### config.mk
export PLATFORM = sky130hd
export DESIGN_NAME = ewma_filter_mc_flat
export DESIGN_NICKNAME = d
export VERILOG_FILES = /design/src/rtl/ewma_pkg.sv /design/src/rtl/ewma_filter_mc_if.sv /design/src/rtl/ewma_update_dp.sv /design/src/rtl/ewma_filter_mc.sv /design/src/flat_wrapper.sv
export SDC_FILE = /design/constraint.sdc
export NUM_CORES = 1
export LEC_CHECK = 0
export ABC_CLOCK_PERIOD_IN_PS = 24400
export CORE_MARGIN = 5
export CORE_UTILIZATION = 61
export DETAILED_ROUTE_END_ITERATION = 8
export PLACE_DENSITY = 0.8
export SLEW_MARGIN = 5
export SYNTH_ARGS = -nofsm -noshare
export SYNTH_HDL_FRONTEND = slang
export SYNTH_SLANG_ARGS = --single-unit
### constraint.sdc
create_clock -name clock -period 24.4 [get_ports clock]
set_clock_uncertainty 0.2 [all_clocks]
set_input_delay 2.44 -clock clock [delete_from_list [all_inputs] [get_ports clock]]
set_output_delay 2.44 -clock clock [all_outputs]
set_load 0.03 [all_outputs]
### src/rtl/ewma_pkg.sv
// rtl/ewma_pkg.sv - shared types and constants for the multi-channel EWMA filter
package ewma_pkg;

    typedef enum logic [1:0] {IDLE, CALC, OUT} state_t;

    localparam int ALPHA_W_DEF = 8;

    // Half an LSB of the alpha fraction, added before the arithmetic shift.
    function automatic int round_const(input int alpha_w);
        return (alpha_w > 0) ? (1 << (alpha_w - 1)) : 0;
    endfunction

endpackage

### src/rtl/ewma_filter_mc_if.sv
// rtl/ewma_filter_mc_if.sv - sample-in / average-out handshake bundle
interface ewma_filter_mc_if
    import ewma_pkg::*;
#(
    parameter int DATA_W  = 16,
    parameter int CH_W    = 2,
    parameter int ALPHA_W = ALPHA_W_DEF
);
    logic               in_valid;
    logic               in_ready;
    logic [CH_W-1:0]    in_ch;
    logic [DATA_W-1:0]  in_data;
    logic [ALPHA_W-1:0] alpha;
    logic               out_valid;
    logic               out_ready;
    logic [CH_W-1:0]    out_ch;
    logic [DATA_W-1:0]  out_avg;

    modport master (
        output in_valid, in_ch, in_data, alpha, out_ready,
        input  in_ready, out_valid, out_ch, out_avg
    );

    modport slave (
        input  in_valid, in_ch, in_data, alpha, out_ready,
        output in_ready, out_valid, out_ch, out_avg
    );
endinterface

### src/rtl/ewma_update_dp.sv
// rtl/ewma_update_dp.sv - combinational avg + round(alpha*(x-avg)) update
module ewma_update_dp
    import ewma_pkg::*;
#(
    parameter int DATA_W  = 16,
    parameter int ALPHA_W = ALPHA_W_DEF
) (
    input  logic [DATA_W-1:0]  avg,
    input  logic [ALPHA_W-1:0] alpha,
    input  logic [DATA_W-1:0]  x,
    output logic [DATA_W-1:0]  new_avg
);
    localparam int P_W = DATA_W + ALPHA_W + 1;

    logic signed [DATA_W:0]   d;
    logic signed [P_W-1:0]    d_ext;
    logic signed [P_W-1:0]    a_ext;
    logic signed [P_W-1:0]    p;
    logic signed [P_W-1:0]    p_rnd;
    logic        [DATA_W-1:0] upd;

    assign d     = $signed({1'b0, x}) - $signed({1'b0, avg});
    assign d_ext = {{ALPHA_W{d[DATA_W]}}, d};
    assign a_ext = $signed({{(DATA_W + 1){1'b0}}, alpha});
    assign p     = d_ext * a_ext;
    assign p_rnd = p + P_W'(round_const(ALPHA_W));
    // The update magnitude never exceeds |x - avg|, so the low DATA_W bits suffice.
    assign upd     = DATA_W'(p_rnd >>> ALPHA_W);
    assign new_avg = avg + upd;

endmodule

### src/rtl/ewma_filter_mc.sv
// rtl/ewma_filter_mc.sv - time-multiplexed multi-channel EWMA filter top
module ewma_filter_mc
    import ewma_pkg::*;
#(
    parameter int              DATA_W    = 16,
    parameter int              CH        = 4,
    parameter int              CH_W      = (CH > 1) ? $clog2(CH) : 1,
    parameter int              ALPHA_W   = ALPHA_W_DEF,
    parameter logic [DATA_W-1:0] RESET_AVG = '0
) (
    input  logic              clock,
    input  logic              reset,
    input  logic              seed_load,
    input  logic [DATA_W-1:0] seed,
    ewma_filter_mc_if.slave   s,
    output logic              ch_err
);
    state_t             state;
    logic [DATA_W-1:0]  avg_q [CH];
    logic [CH_W-1:0]    lat_ch;
    logic [DATA_W-1:0]  lat_x;
    logic [DATA_W-1:0]  lat_avg;
    logic [ALPHA_W-1:0] lat_alpha;
    logic               out_valid_q;
    logic [CH_W-1:0]    out_ch_q;
    logic [DATA_W-1:0]  out_avg_q;
    logic [DATA_W-1:0]  new_avg;
    logic               in_ok;
    logic               lat_ok;

    assign in_ok  = int'(s.in_ch) < CH;
    assign lat_ok = int'(lat_ch) < CH;

    ewma_update_dp #(
        .DATA_W  (DATA_W),
        .ALPHA_W (ALPHA_W)
    ) u_dp (
        .avg     (lat_avg),
        .alpha   (lat_alpha),
        .x       (lat_x),
        .new_avg (new_avg)
    );

    assign s.in_ready  = (state == IDLE) && !seed_load;
    assign s.out_valid = out_valid_q;
    assign s.out_ch    = out_ch_q;
    assign s.out_avg   = out_avg_q;

    always_ff @(posedge clock or negedge reset) begin
        if (!reset) begin
            state       <= IDLE;
            for (int i = 0; i < CH; i++) avg_q[i] <= RESET_AVG;
            lat_ch      <= '0;
            lat_x       <= '0;
            lat_avg     <= '0;
            lat_alpha   <= '0;
            out_valid_q <= 1'b0;
            out_ch_q    <= '0;
            out_avg_q   <= '0;
            ch_err      <= 1'b0;
        end else begin
            case (state)
                IDLE: begin
                    if (seed_load) begin
                        for (int i = 0; i < CH; i++) avg_q[i] <= seed;
                    end else if (s.in_valid) begin
                        lat_ch    <= s.in_ch;
                        lat_x     <= s.in_data;
                        lat_alpha <= s.alpha;
                        lat_avg   <= in_ok ? avg_q[s.in_ch] : '0;
                        state     <= CALC;
                    end
                end
                CALC: begin
                    // Writeback lands here so a back-to-back sample sees the fresh average.
                    if (lat_ok) begin
                        avg_q[lat_ch] <= new_avg;
                        out_valid_q   <= 1'b1;
                        out_ch_q      <= lat_ch;
                        out_avg_q     <= new_avg;
                        state         <= OUT;
                    end else begin
                        ch_err <= 1'b1;
                        state  <= IDLE;
                    end
                end
                OUT: begin
                    if (s.out_ready) begin
                        out_valid_q <= 1'b0;
                        state       <= IDLE;
                    end
                end
                default: state <= IDLE;
            endcase
        end
    end

endmodule
### src/flat_wrapper.sv
// flat-port wrapper written by rule: the top's interface ports become plain ports
module ewma_filter_mc_flat import ewma_pkg::*;
#(
    parameter int              DATA_W    = 16,
    parameter int              CH        = 4,
    parameter int              CH_W      = (CH > 1) ? $clog2(CH) : 1,
    parameter int              ALPHA_W   = ALPHA_W_DEF,
    parameter logic [DATA_W-1:0] RESET_AVG = '0
)
  (clock, reset, seed_load, seed, ch_err, s_in_valid, s_in_ch, s_in_data, s_alpha, s_out_ready, s_in_ready, s_out_valid, s_out_ch, s_out_avg);
  ewma_filter_mc_if #(.DATA_W(DATA_W), .CH_W(CH_W), .ALPHA_W(ALPHA_W)) s_i ();
  input  logic clock;
  input  logic reset;
  input  logic seed_load;
  input  logic [DATA_W-1:0] seed;
  output logic ch_err;
  input wire logic [$bits(s_i.in_valid)-1:0] s_in_valid;
  input wire logic [$bits(s_i.in_ch)-1:0] s_in_ch;
  input wire logic [$bits(s_i.in_data)-1:0] s_in_data;
  input wire logic [$bits(s_i.alpha)-1:0] s_alpha;
  input wire logic [$bits(s_i.out_ready)-1:0] s_out_ready;
  output wire logic [$bits(s_i.in_ready)-1:0] s_in_ready;
  output wire logic [$bits(s_i.out_valid)-1:0] s_out_valid;
  output wire logic [$bits(s_i.out_ch)-1:0] s_out_ch;
  output wire logic [$bits(s_i.out_avg)-1:0] s_out_avg;
  assign s_i.in_valid = s_in_valid;
  assign s_i.in_ch = s_in_ch;
  assign s_i.in_data = s_in_data;
  assign s_i.alpha = s_alpha;
  assign s_i.out_ready = s_out_ready;
  assign s_in_ready = s_i.in_ready;
  assign s_out_valid = s_i.out_valid;
  assign s_out_ch = s_i.out_ch;
  assign s_out_avg = s_i.out_avg;
  ewma_filter_mc #(.DATA_W(DATA_W), .CH(CH), .CH_W(CH_W), .ALPHA_W(ALPHA_W), .RESET_AVG(RESET_AVG)) u_core (.clock(clock), .reset(reset), .seed_load(seed_load), .seed(seed), .s(s_i), .ch_err(ch_err));
endmodule
=== Word-level counts from Yosys, hierarchy flattened ===
Cells that the tools add are included.

* Register bits: 127

* $add $sub $neg: 3
* Multipliers: 1
* Magnitude comparators: 3
* Equality and inequality tests: 6
* Mux-type cells: 14
* Bitwise gates (word level): 3
* Reductions and logical operators: 10

{| class="wikitable"
|+ Operators by type and width
! operator !! count
|-
| $pmux W64 S2 || 1
|-
| $bwmux W64 || 1
|-
| $mux W64 || 1
|-
| $mux W16 || 3
|-
| $bmux W16 S2 || 1
|-
| $demux W16 S2 || 1
|-
| $add A24 B9 Y24 const B || 1
|-
| $mul A17 B9 Y24 || 1
|-
| $sub A16 B16 Y17 || 1
|-
| $add A16 B16 Y16 || 1
|-
| $ne A2 B2 Y1 const B || 4
|-
| $ge A3 B3 Y1 const B || 2
|-
| $mux W2 || 3
|-
| $not A2 Y3 || 2
|-
| $pmux W2 S3 || 1
|-
| $reduce_and A3 Y1 || 2
|-
| $reduce_and A2 Y1 || 2
|-
| $reduce_bool A2 Y1 || 2
|-
| $lt A3 B1 Y1 const B || 1
|-
| $eq A2 B1 Y1 const B || 1
|-
| $eq A2 B2 Y1 const B || 1
|-
| $logic_and A1 B1 Y1 || 2
|-
| $logic_not A2 Y1 || 1
|-
| $pmux W1 S2 || 1
|-
| 3 further kinds || 3
|}

=== Longest topological paths before layout ===
Gate-level depths: netlist of run 1.

* Depth in word-level cells: 7
* Mapped depth: 37

=== Cells and area by module ===
A second synthesis of run 1 with hierarchy kept.

* Cells, all modules: 1132
* Area, all modules: 11374.7 um^2

{| class="wikitable"
|+ By module, submodules not included
! module !! instances !! cells an instance !! area each (um^2)
|-
| ewma_update_dp || 1 || 670 || 5721.7
|-
| ewma_filter_mc || 1 || 462 || 5652.9
|}

=== Least setup slack after synthesis of run 1 ===
Ideal clock, no wire load.

* Kind: reg2reg
* Start: reg u_core.lat_avg[0]
* End: reg u_core.out_avg_q[15], in the netlist u_core.s.out_avg[15]
* Arrival time: 7912 ps
* Required time: 24126 ps
* Slack: 16213 ps
* Cell stages (with the launch flop): 36
* Buffers on the path: 0
* Period minus slack after synthesis: 8187 ps
* Cells stage by stage: dfrtp_1 -> ha_1 -> fa_1 -> nor2b_1 -> o31a_2 -> o21ai_0 -> nand2b_1 -> xor2_1 -> nand2_1 -> fa_1 -> inv_1 -> fa_1 -> inv_1 -> fa_1 -> inv_1 -> fa_1 -> fa_1 -> ha_1 -> a21o_1 -> a211o_1 -> a21oi_1 -> nor2b_1 -> nor2_1 -> nor2b_1 -> nor2_1 -> xnor2_1 -> ha_1 -> nor4_1 -> a21oi_1 -> a41oi_2 -> o21ai_1 -> a31oi_1 -> o21ai_0 -> a21oi_1 -> xnor3_2 -> o21ai_2

* Longest elaborated chain between the ends: 4

{| class="wikitable"
|+ RTL lines
! item !! RTL line !! source
|-
| start: declaration || ewma_filter_mc.sv:22 || <nowiki>logic [DATA_W-1:0] lat_avg;</nowiki>
|-
| start signal: assignment || ewma_filter_mc.sv:70 || <nowiki>lat_avg <= in_ok ? avg_q[s.in_ch] : '0;</nowiki>
|-
| $sub A16 B16 Y17 || ewma_update_dp.sv:22 || <nowiki>assign d = $signed({1'b0, x}) - $signed({1'b0, avg});</nowiki>
|-
| $mul A17 B9 Y24 || ewma_update_dp.sv:25 || <nowiki>assign p = d_ext * a_ext;</nowiki>
|-
| $add A24 B9 Y24 || ewma_update_dp.sv:26 || <nowiki>assign p_rnd = p + P_W'(round_const(ALPHA_W));</nowiki>
|-
| $add A16 B16 Y16 * || ewma_update_dp.sv:29 || <nowiki>assign new_avg = avg + upd;</nowiki>
|-
| end signal: assignment || ewma_filter_mc.sv:80 || <nowiki>out_avg_q <= new_avg;</nowiki>
|-
| end: declaration || ewma_filter_mc.sv:26 || <nowiki>logic [DATA_W-1:0] out_avg_q;</nowiki>
|}

Mark *: on every way between the ends. The rest lies on a longest branch, timed or not.
A chain may end at the register's enable or synchronous reset.

=== Worst setup path in the final report of run 1 ===
* Start: reg u_core.lat_avg[1]
* End: reg u_core.avg_q[30] (netlist bit)

* Longest elaborated chain between the ends: 6

{| class="wikitable"
|+ RTL lines
! item !! RTL line !! source
|-
| $sub A16 B16 Y17 || ewma_update_dp.sv:22 ||
|-
| $mul A17 B9 Y24 || ewma_update_dp.sv:25 ||
|-
| $add A24 B9 Y24 || ewma_update_dp.sv:26 ||
|-
| $add A16 B16 Y16 * || ewma_update_dp.sv:29 ||
|-
| $bwmux W64 * || ewma_filter_mc.sv:77 || <nowiki>avg_q[lat_ch] <= new_avg;</nowiki>
|-
| $pmux W64 S2 * || ewma_filter_mc.sv:62 || <nowiki>case (state)</nowiki>
|-
| end signal: indexed assignment || ewma_filter_mc.sv:77 ||
|-
| end: declaration || ewma_filter_mc.sv:19 || <nowiki>logic [DATA_W-1:0] avg_q [CH];</nowiki>
|}

Marks and branches as above.

==> reports/qor.json, run 1 <==
{
  "outcome": {"value": "finished, final reports clean"},
  "post_synth_most_frequent_cells": {"value": "sky130_fd_sc_hd__nand2_1, sky130_fd_sc_hd__dfrtp_1, sky130_fd_sc_hd__inv_1"},
  "wirelength_met1": {"value": 11.46, "unit": "mm"},
  "worst-endpoint-arrival": {"value": 9.41, "unit": "ns"},
  "synth_sequential_area_ratio": {"value": 0.2824},
  "cts_num_sinks": {"value": 127},
  "timing.setup.tns": {"value": 0, "unit": "ns"},
  "max-clock-path-buffers": {"value": 2},
  "syn2layout_area_growth": {"value": 12.60, "unit": "%"},
  "ant_nets": {"value": 0},
  "maxCapViolations": {"value": 0},
  "total_die_area": {"value": 21270, "unit": "sq um"},
  "detail_route.wl_per_cell": {"value": 18.76, "unit": "um"},
  "route.met3.wl": {"value": 1.823, "unit": "mm"},
  "critical_path.max_stage_delay": {"value": 0.59, "unit": "ns"},
  "cts_tree": {"value": "done"},
  "initialDrtViolationCount": {"value": 712},
  "die_y": {"value": 145.8, "unit": "um"},
  "final-max-slew-violation-count": {"value": 0},
  "cts.htree.levels": {"value": 4},
  "dp.final_hpwl": {"value": 19.96, "unit": "mm"},
  "routed_via_density": {"value": 6.015},
  "grt_antenna_before_repair": {"value": 0},
  "routed_wl": {"value": 27.49, "unit": "mm"},
  "synthDominantCellAreaShare": {"value": 0.2824},
  "timing.rr.end": {"value": "u_core.avg_q[30]"},
  "yosys.area.top_type": {"value": "sky130_fd_sc_hd__dfrtp_1"},
  "timing.critical_path.required": {"value": 24.47, "unit": "ns"},
  "row_count": {"value": 49},
  "route.met2.wl": {"value": 13.68, "unit": "mm"},
  "synth.distinct_cells": {"value": 59},
  "global_route_wire_length_before_repair": {"value": 45.84, "unit": "mm"},
  "crit_path_start_kind": {"value": "register"},
  "clock_insertion_delay_worst_skew": {"value": 0.43, "unit": "ns"},
  "r2r.worst_path.cells": {"value": 34},
  "cts_post_setup_buffers_inserted": {"value": 0},
  "timing.final.hold_violations": {"value": 0},
  "design.portCount": {"value": 68},
  "postSynth.asyncResetShare": {"value": 1.000},
  "die_w": {"value": 145.8, "unit": "um"},
  "drc_errors": {"value": 0},
  "postPlaceCellArea": {"value": 12080, "unit": "sq um"},
  "starting_utilization_of_the_core_area": {"value": 0.6223},
  "fp.coreArea": {"value": 18090, "unit": "sq um"},
  "tightest_slew": {"value": 0.9920, "unit": "ns"},
  "hold_bufs_at_cts": {"value": 0},
  "synthFlopType": {"value": "sky130_fd_sc_hd__dfrtp_1"},
  "post-synth-top-count-cell": {"value": "sky130_fd_sc_hd__nand2_1"},
  "hold_path_depth": {"value": 1},
  "gr-usage-all-layers": {"value": 0.2667},
  "syn_area": {"value": 11250, "unit": "sq um"},
  "layout.cell_area.non_filler": {"value": 12670, "unit": "sq um"},
  "end_kind": {"value": "register"},
  "syn-instance-count": {"value": 1178},
  "reg2reg_from": {"value": "u_core.lat_avg[1]"},
  "setup.worst_path.end": {"value": "u_core.avg_q[30]"},
  "first_global_vias": {"value": 9173},
  "nets": {"value": 1467},
  "synth_seq_cells": {"value": 127},
  "crit_path_start": {"value": "u_core.lat_avg[1]"},
  "fin_crit": {"value": 9.343, "unit": "ns"},
  "setup.reg_to_reg.worst_slack": {"value": 15.06, "unit": "ns"},
  "clock_tree.root_cell": {"value": "sky130_fd_sc_hd__clkbuf_16"},
  "top_layer": {"value": "met4"},
  "clock_slew_at_reported_path_ffs": {"value": 0.06, "unit": "ns"},
  "worst_path_max_delay_cell": {"value": "sky130_fd_sc_hd__xor2_1"},
  "synth_enable_flop_cells": {"value": 0},
  "final.period_utilization": {"value": 0.3829},
  "vias": {"value": 8812},
  "cts_buffers": {"value": 17},
  "synth.avg_cell_area": {"value": 9.554, "unit": "sq um"},
  "drive_gt1_frac": {"value": 0.07929},
  "max_freq": {"value": 0.1070, "unit": "GHz"},
  "crit_fanout": {"value": 8},
  "rsz_0062_raised_after_global_routing": {"value": "no"},
  "worst_hold_path_type": {"value": "reg -> reg"},
  "buffer_ports.inserted": {"value": 66},
  "drt_first_pass_iters": {"value": 5},
  "grt_remaining_overflow": {"value": 0},
  "yosys-top-cells-area": {"value": "sky130_fd_sc_hd__dfrtp_1, sky130_fd_sc_hd__fa_1, sky130_fd_sc_hd__ha_1"},
  "crit_type": {"value": "reg -> reg"},
  "gp_congestion": {"value": 0.9254},
  "finalSetupViolCount": {"value": 0},
  "relative_slew_slack": {"value": 0.3366},
  "postCtsResizedCells": {"value": 0},
  "synth.net_count": {"value": 1421},
  "yosys_warnings": {"value": 0},
  "diodes": {"value": 0},
  "maximum_number_of_pins_on_one_net_before_global_route_repair": {"value": 73}
}
==> through the flow <==
| stage | setup WS (ns) | util | hold WS [ns] | cells |
|---|---|---|---|---|
| after floorplan | 16.21 | - | 0.2446 | 1178 |
| after global placement | 15.37 | 0.6679 | 0.2574 | 1434 |
| after detailed placement | 15.14 | 0.6679 | 0.2648 | 1434 |
| after CTS | 15.09 | 0.7007 | 0.2766 | 1465 |
| after global routing | 14.61 | 0.7007 | 0.3012 | 1465 |
| final | 15.06 | 0.7007 | 0.2740 | 1465 |
==> critical path: cells and delay by family, from the launching register on <==
kind | cells | cell delay [ns]
AO/OA/AOI/OAI | 14 | 3.38
XOR/XNOR | 2 | 0.73
adder cells (fa/ha/maj) | 8 | 3.10
buffers and inverters | 2 | 0.16
flip-flops | 1 | 0.40
AND/OR/NAND/NOR | 8 | 1.22
==> state kept, by name (all words and copies together) (netlist names) <==
signal              count
u_core.s.out_ch         2
u_core.lat_ch           2
u_core.s.out_valid      1
u_core.s.out_avg       16
u_core.state            2
u_core.lat_alpha        8
u_core.avg_q           64
u_core.lat_avg         16
u_core.lat_x           16
==> cells by family (layout without fill, tap and decap cells) <==
logic type,Yosys count,in the layout,share of synthesized area
AO/OA/AOI/OAI,240,240,0.1286
XOR/XNOR,44,44,0.03557
adder cells (fa/ha/maj),196,196,0.2879
buffers and inverters,170,228,0.05737
flip-flops,127,127,0.2824
multiplexers,41,41,0.05703
other,1,1,0.0003332
AND/OR/NAND/NOR,359,359,0.1507
==> worst min-delay path by stage <==
| stage | startpoint | to |
|---|---|---|
| finish | u_core.s.out_avg[3] | u_core.s.out_avg[3] |
| global route | u_core.avg_q[29] | u_core.avg_q[29] |
| CTS | u_core.s.out_avg[3] | u_core.s.out_avg[3] |
| detailed placement | u_core.s.out_avg[3] | u_core.s.out_avg[3] |
| global placement | u_core.avg_q[42] | u_core.avg_q[42] |
| floorplan | u_core.avg_q[16] | u_core.avg_q[16] |
==> cell type report <==
class | count | area (sq um)
fill | 1368 | 5414
sequential | 127 | 3178
inverter | 124 | 465.4
clock buffer | 18 | 429.2
clock inverter | 13 | 163.9
multi-input combinational | 881 | 7438
timing repair buffer | 73 | 710.7
tap | 229 | 286.5
==> placed cells by master, fill, tap and decap left out, types with 6 or more instances in the layout <==
cell type / Yosys / final
sky130_fd_sc_hd__xnor2_1: 30 / 30
sky130_fd_sc_hd__o21a_1: 17 / 17
sky130_fd_sc_hd__clkdlybuf4s50_1: 0 / 65
sky130_fd_sc_hd__nand3_1: 6 / 6
sky130_fd_sc_hd__nor2_1: 59 / 59
sky130_fd_sc_hd__buf_4: 1 / 8
sky130_fd_sc_hd__nand2b_1: 18 / 17
sky130_fd_sc_hd__mux2_2: 25 / 25
sky130_fd_sc_hd__fa_1: 105 / 105
sky130_fd_sc_hd__inv_1: 124 / 124
sky130_fd_sc_hd__clkbuf_16: 0 / 17
sky130_fd_sc_hd__nand2_1: 164 / 164
sky130_fd_sc_hd__dfrtp_1: 127 / 127
sky130_fd_sc_hd__and2_1: 58 / 57
sky130_fd_sc_hd__xor2_1: 13 / 13
sky130_fd_sc_hd__a21oi_1: 95 / 94
sky130_fd_sc_hd__nor2b_1: 12 / 12
sky130_fd_sc_hd__nor3_1: 12 / 12
sky130_fd_sc_hd__o21ai_0: 63 / 63
sky130_fd_sc_hd__mux4_2: 16 / 16
sky130_fd_sc_hd__o211ai_1: 12 / 12
sky130_fd_sc_hd__a21o_1: 15 / 15
sky130_fd_sc_hd__ha_1: 91 / 91
==> routing by layer <==
metal  up-vias  global-route usage
met2       351              0.4485
met3        56             0.05512
met4         0             0.07597
li1       4007                   -
met1      4398              0.3528
met5         -                   0
Power of run 1 is not shown: default switching activity piles up to over one toggle a cycle in this logic, so the estimate is an artifact.
==> inputs of run 2 (changes only) <==
--- a/config.mk
+++ b/config.mk
@@ -5,11 +5,11 @@
 export SDC_FILE = /design/constraint.sdc
 export NUM_CORES = 1
 export LEC_CHECK = 0
-export ABC_CLOCK_PERIOD_IN_PS = 24400
+export ABC_CLOCK_PERIOD_IN_PS = 7900
 export CORE_MARGIN = 5
-export CORE_UTILIZATION = 61
+export CORE_UTILIZATION = 56
 export DETAILED_ROUTE_END_ITERATION = 8
-export PLACE_DENSITY = 0.8
+export PLACE_DENSITY = 0.77
 export SLEW_MARGIN = 5
 export SYNTH_ARGS = -nofsm -noshare
 export SYNTH_HDL_FRONTEND = slang
==> constraint.sdc (replaced) <==
create_clock -name clock -period 7.9 [get_ports clock]
set_clock_uncertainty 0.2 [all_clocks]
set_input_delay 0.79 -clock clock [delete_from_list [all_inputs] [get_ports clock]]
set_output_delay 0.79 -clock clock [all_outputs]
set_load 0.03 [all_outputs]
==> run 2 against run 1 <==
Largest cell class unchanged; global-route usage up 1.1 points; via count up 11%; utilization up 4.1 points; highest routed layer unchanged; the run now ends with negative setup slack left; wire length up 18%.
==> reports/qor.json, run 2 (synthesis results as in run 1) <==
{
  "timing.final.hold_violations": {"value": 0},
  "layout.cell_area.non_filler": {"value": 14580, "unit": "sq um"},
  "worst-endpoint-arrival": {"value": 8.57, "unit": "ns"},
  "clock_tree.root_cell": {"value": "sky130_fd_sc_hd__clkbuf_16"},
  "timing.critical_path.required": {"value": 7.98, "unit": "ns"},
  "worst_hold_path_type": {"value": "in -> async"},
  "routed_wl": {"value": 32.57, "unit": "mm"},
  "starting_utilization_of_the_core_area": {"value": 0.5726},
  "critical_path.most_common_cell": {"value": "sky130_fd_sc_hd__fa_1"},
  "routed_via_density": {"value": 5.862},
  "postPlaceCellArea": {"value": 13090, "unit": "sq um"},
  "fin_crit": {"value": 8.494, "unit": "ns"},
  "final_cell_mix": {"value": "sky130_fd_sc_hd__buf_4, sky130_fd_sc_hd__nand2_1, sky130_fd_sc_hd__dfrtp_1, sky130_fd_sc_hd__inv_1, sky130_fd_sc_hd__fa_1"},
  "initialDrtViolationCount": {"value": 770},
  "relative_slew_slack": {"value": 0.2841},
  "final-max-slew-violation-count": {"value": 0},
  "cts.htree.levels": {"value": 4},
  "finalSetupViolCount": {"value": 51},
  "nets": {"value": 1627},
  "maximum_number_of_pins_on_one_net_before_global_route_repair": {"value": 83},
  "cts_tree": {"value": "done"},
  "drc_errors": {"value": 0},
  "hold-worst-slack": {"value": 0.1652, "unit": "ns"},
  "cts_num_sinks": {"value": 127},
  "design.portCount": {"value": 68},
  "row_count": {"value": 51},
  "cts_buffers": {"value": 17},
  "gr-usage-all-layers": {"value": 0.2776},
  "die_y": {"value": 151.8, "unit": "um"},
  "buffer_ports.inserted": {"value": 66},
  "vias": {"value": 9742},
  "global_route_wire_length_before_repair": {"value": 50.04, "unit": "mm"},
  "crit_type": {"value": "reg -> reg"},
  "final.period_utilization": {"value": 1.075},
  "detail_route.wl_per_cell": {"value": 19.60, "unit": "um"},
  "ant_nets": {"value": 0},
  "crit_fanout": {"value": 5},
  "tightest_slew": {"value": 1.074, "unit": "ns"},
  "clock_insertion_delay_worst_skew": {"value": 0.43, "unit": "ns"},
  "final_critical_path_setup_slack": {"value": -0.5937, "unit": "ns"},
  "max_freq": {"value": 0.1177, "unit": "GHz"},
  "fp.coreArea": {"value": 19650, "unit": "sq um"},
  "outcome": {"value": "finished with violations"},
  "end_kind": {"value": "register"},
  "syn2layout_area_growth": {"value": 29.53, "unit": "%"},
  "max-clock-path-buffers": {"value": 2},
  "grt_antenna_before_repair": {"value": 0},
  "drt_first_pass_iters": {"value": 5},
  "largest_register": {"value": "u_core.avg_q"},
  "final_common_cell": {"value": "sky130_fd_sc_hd__buf_4"},
  "die_w": {"value": 151.8, "unit": "um"},
  "gp_congestion": {"value": 0.9087},
  "critical_path.max_stage_delay": {"value": 0.59, "unit": "ns"},
  "worst_path_max_delay_cell": {"value": "sky130_fd_sc_hd__fa_1"},
  "crit_path_start_kind": {"value": "register"},
  "maxCapViolations": {"value": 0},
  "violations": {"value": "negative setup slack"},
  "drive_gt1_frac": {"value": 0.2591},
  "total_die_area": {"value": 23030, "unit": "sq um"},
  "diodes": {"value": 0},
  "first_global_vias": {"value": 10210},
  "dp.final_hpwl": {"value": 21.01, "unit": "mm"},
  "largest_register_ffs": {"value": 64},
  "grt_remaining_overflow": {"value": 0},
  "rsz_0062_raised_after_global_routing": {"value": "yes"},
  "clock_slew_at_reported_path_ffs": {"value": 0.06, "unit": "ns"}
}
## run 2: worst paths after layout
path,from,slack [ns],endpoint,cells after the start
max in group asynchronous,reset,5.81,u_core.lat_x[7],2
hold reg to reg,u_core.s.out_avg[5],0.28,u_core.s.out_avg[5],1
min in group clock,u_core.s.out_avg[5],0.28,u_core.s.out_avg[5],1
hold / removal,reset,0.17,u_core.s.out_avg[13],1
setup reg to reg,u_core.lat_avg[1],-0.59,u_core.s.out_avg[14],37
setup / recovery,u_core.lat_avg[1],-0.59,u_core.s.out_avg[14],37
## run 2: layer usage
metal | global-route usage | part of all wire
met1 | 0.3528 | 0.39
met2 | 0.4733 | 0.51
met3 | 0.05027 | 0.068
met4 | 0.1092 | 0.039
met5 | 0 | 0
## run 2: critical path: cells and delay by family (launching register included)
family,cells,cell delay [ns]
compound gates,14,2.51
xor+xnor,2,0.29
flops,1,0.39
fa+ha+maj,8,3.04
buf+inv,5,0.62
simple gates,8,1.31
## run 2: repair_timing
action / in CTS / in global routing
pin swaps: 77 / 96
setup endpoints to repair: 54 / 64
resized for setup: 68 / 81
setup buffers: 21 / 20
hold buffers: 0 / 0
## run 2: final cells by class
| cell class | count | area (sq um) |
|---|---|---|
| clock inverters | 9 | 181.4 |
| clock buffers | 23 | 457.9 |
| flip-flops and latches | 127 | 3178 |
| well taps | 265 | 331.6 |
| inverters | 124 | 465.4 |
| repair buffers | 233 | 1953 |
| multi-input cells | 881 | 8010 |
| fillers | 1333 | 5076 |
## run 2: stage by stage
step           setup slack, ns  instances  utilization  setup TNS [ns]
3_5_place_dp           -0.4922       1592       0.6658          -16.30
4_1_cts                -0.2317       1645       0.7194          -6.486
2_1_floorplan         0.002306       1178            -               0
5_1_grt                -0.8928       1662       0.7417          -35.63
6_report               -0.5937       1662       0.7417          -18.13
3_3_place_gp           -0.3033       1592       0.6658          -8.217
Power of run 2 is left out for the same reason.
==> inputs of run 3 (changes only) <==
--- a/config.mk
+++ b/config.mk
@@ -10,6 +10,7 @@
 export CORE_UTILIZATION = 56
 export DETAILED_ROUTE_END_ITERATION = 8
 export PLACE_DENSITY = 0.77
+export RECOVER_POWER = 100
 export SLEW_MARGIN = 5
 export SYNTH_ARGS = -nofsm -noshare
 export SYNTH_HDL_FRONTEND = slang
==> run 3 against run 2 <==
Critical path depth shrank 1; setup slack gained 0.0028 ns; via count grew 0.86%; final cell count is the same; clock-buffer cell count is the same; die area is the same; the flow finishes with violations (max-capacitance violations, max-slew violations, negative setup slack); sequential share of layout area is essentially flat; flip-flop and latch count is the same; utilization is essentially flat; fmax is essentially flat.
==> reports/qor.json, run 3 (synthesis results as in run 1) <==
{
  "drt_first_pass_iters": {"value": 5},
  "finish.cell_count_without_fillers": {"value": 1662},
  "hold_bufs_at_cts": {"value": 0},
  "crit_fanout": {"value": 5},
  "buffer_ports.inserted": {"value": 66},
  "routed_wl": {"value": 32.52, "unit": "mm"},
  "design.portCount": {"value": 68},
  "grt_antenna_before_repair": {"value": 0},
  "worst_path_max_delay_cell": {"value": "sky130_fd_sc_hd__fa_1"},
  "end_kind": {"value": "register"},
  "finalSetupViolCount": {"value": 51},
  "hold_path_depth": {"value": 1},
  "tightest_slew": {"value": 2.537, "unit": "ns"},
  "initialDrtViolationCount": {"value": 773},
  "clock_tree.root_cell": {"value": "sky130_fd_sc_hd__clkbuf_16"},
  "maximum_number_of_pins_on_one_net_before_global_route_repair": {"value": 83},
  "gp_congestion": {"value": 0.9087},
  "rsz_0062_raised_after_global_routing": {"value": "yes"},
  "met2_usage": {"value": 0.4733},
  "outcome": {"value": "finished with violations"},
  "crit_path_start": {"value": "u_core.lat_x[1]"},
  "crit_type": {"value": "reg -> reg"},
  "worst_hold_path_type": {"value": "reg -> reg"},
  "timing.rr.end": {"value": "u_core.s.out_avg[14]"},
  "total_die_area": {"value": 23030, "unit": "sq um"},
  "setup.worst_path.end": {"value": "u_core.s.out_avg[14]"},
  "postPlaceCellArea": {"value": 13090, "unit": "sq um"},
  "final.period_utilization": {"value": 1.075},
  "final-max-slew-violation-count": {"value": 47},
  "die_y": {"value": 151.8, "unit": "um"},
  "cts_buffers": {"value": 17},
  "clock_slew_at_reported_path_ffs": {"value": 0.06, "unit": "ns"},
  "top_usage_layer": {"value": "met2"},
  "timing.critical_path.required": {"value": 7.98, "unit": "ns"},
  "largest_register": {"value": "u_core.avg_q"},
  "placedCellCount": {"value": 1592},
  "dp.final_hpwl": {"value": 21.01, "unit": "mm"},
  "ff_latch_area": {"value": 3178, "unit": "sq um"},
  "timing.final.hold_violations": {"value": 0},
  "crit_path_start_kind": {"value": "register"},
  "die_w": {"value": 151.8, "unit": "um"},
  "final_cell_mix": {"value": "sky130_fd_sc_hd__nand2_1, sky130_fd_sc_hd__buf_4, sky130_fd_sc_hd__dfrtp_1, sky130_fd_sc_hd__inv_1, sky130_fd_sc_hd__fa_1"},
  "fp.coreArea": {"value": 19650, "unit": "sq um"},
  "syn2layout_area_growth": {"value": 29.49, "unit": "%"},
  "cts.htree.levels": {"value": 4},
  "layout.cell_area.non_filler": {"value": 14570, "unit": "sq um"},
  "diodes": {"value": 0},
  "global_route_wire_length_before_repair": {"value": 50.04, "unit": "mm"},
  "drive_gt1_frac": {"value": 0.2584},
  "setup.reg_to_reg.worst_slack": {"value": -0.59, "unit": "ns"},
  "cts_num_sinks": {"value": 127},
  "relative_slew_slack": {"value": -0.6910},
  "r2r.worst_path.cells": {"value": 36},
  "grt_use_met1": {"value": 0.3528},
  "ant_nets": {"value": 0},
  "critical_path.most_common_cell": {"value": "sky130_fd_sc_hd__fa_1"},
  "maxCapViolations": {"value": 1},
  "multi_input_gate_area_in_the_final_layout": {"value": 8010, "unit": "sq um"},
  "drc_errors": {"value": 0},
  "gr-usage-all-layers": {"value": 0.2776},
  "first_global_vias": {"value": 10210},
  "clock_insertion_delay_worst_skew": {"value": 0.43, "unit": "ns"},
  "largest_register_ffs": {"value": 64},
  "critical_path.max_stage_delay": {"value": 0.59, "unit": "ns"},
  "max_freq": {"value": 0.1178, "unit": "GHz"},
  "nets": {"value": 1627},
  "cts_tree": {"value": "done"},
  "core_util_final": {"value": 0.7415},
  "fin_crit": {"value": 8.491, "unit": "ns"},
  "routed_via_density": {"value": 5.912},
  "vias": {"value": 9826},
  "grt_remaining_overflow": {"value": 0},
  "detail_route.wl_per_cell": {"value": 19.56, "unit": "um"},
  "row_count": {"value": 51},
  "timing.setup.tns": {"value": -18.09, "unit": "ns"},
  "starting_utilization_of_the_core_area": {"value": 0.5726},
  "filler_cell_count": {"value": 1335},
  "final_critical_path_setup_slack": {"value": -0.5909, "unit": "ns"},
  "violations": {"value": "max-capacitance violations, max-slew violations, negative setup slack"},
  "worst-endpoint-arrival": {"value": 8.57, "unit": "ns"},
  "max-clock-path-buffers": {"value": 2},
  "reg2reg_from": {"value": "u_core.lat_x[1]"},
  "met3_usage_grt": {"value": 0.05027}
}
[run 3: how the worst min path moves through the flow]
stage	from	end	slack (ns)
after global routing	u_core.avg_q[26]	u_core.avg_q[26]	0.30
after global placement	u_core.avg_q[32]	u_core.avg_q[32]	0.26
after CTS	reset	u_core.s.out_ch[1]	0.19
after floorplan	u_core.avg_q[16]	u_core.avg_q[16]	0.24
final	u_core.s.out_avg[5]	u_core.s.out_avg[5]	0.27
after detailed placement	u_core.s.out_ch[0]	u_core.s.out_ch[0]	0.26
[run 3: final cells by class]
class,count,share of cell area
repair buffers,233,0.1338
inverters,124,0.03194
well taps,265,0.02275
multi-input cells,881,0.5496
clock buffers,23,0.03142
flip-flops and latches,127,0.2181
clock inverters,9,0.01245
[run 3: stage by stage]
step / worst slack, ns / hold slack (ns)
2_1_floorplan: 0.002306 / 0.2446
3_3_place_gp: -0.3033 / 0.2592
3_5_place_dp: -0.4922 / 0.2633
4_1_cts: -0.2317 / 0.1874
5_1_grt: -0.8928 / 0.2982
6_report: -0.5909 / 0.2747
[run 3: critical path: cells and delay by family (launching register included)]
kind            cells  cell delay (ns)
compound gates     14             2.50
buf+inv             4             0.53
flops               1             0.42
xor+xnor            2             0.33
fa+ha+maj           8             3.06
simple gates        8             1.31
[run 3: timing repair]
item / 4_1_cts / 5_1_grt
gates cloned: 0 / 0
pin swaps: 77 / 96
resized for setup: 68 / 81
hold endpoints to repair: 0 / 0
endpoints found under the setup margin: 54 / 64
setup buffers: 21 / 20
[run 3: metal layers]
layer	share of wire	routed length, um
met3	0.069	2232
met4	0.041	1338
met2	0.50	16380
met5	0	0
met1	0.39	12560
Power of run 3 is left out for the same reason.
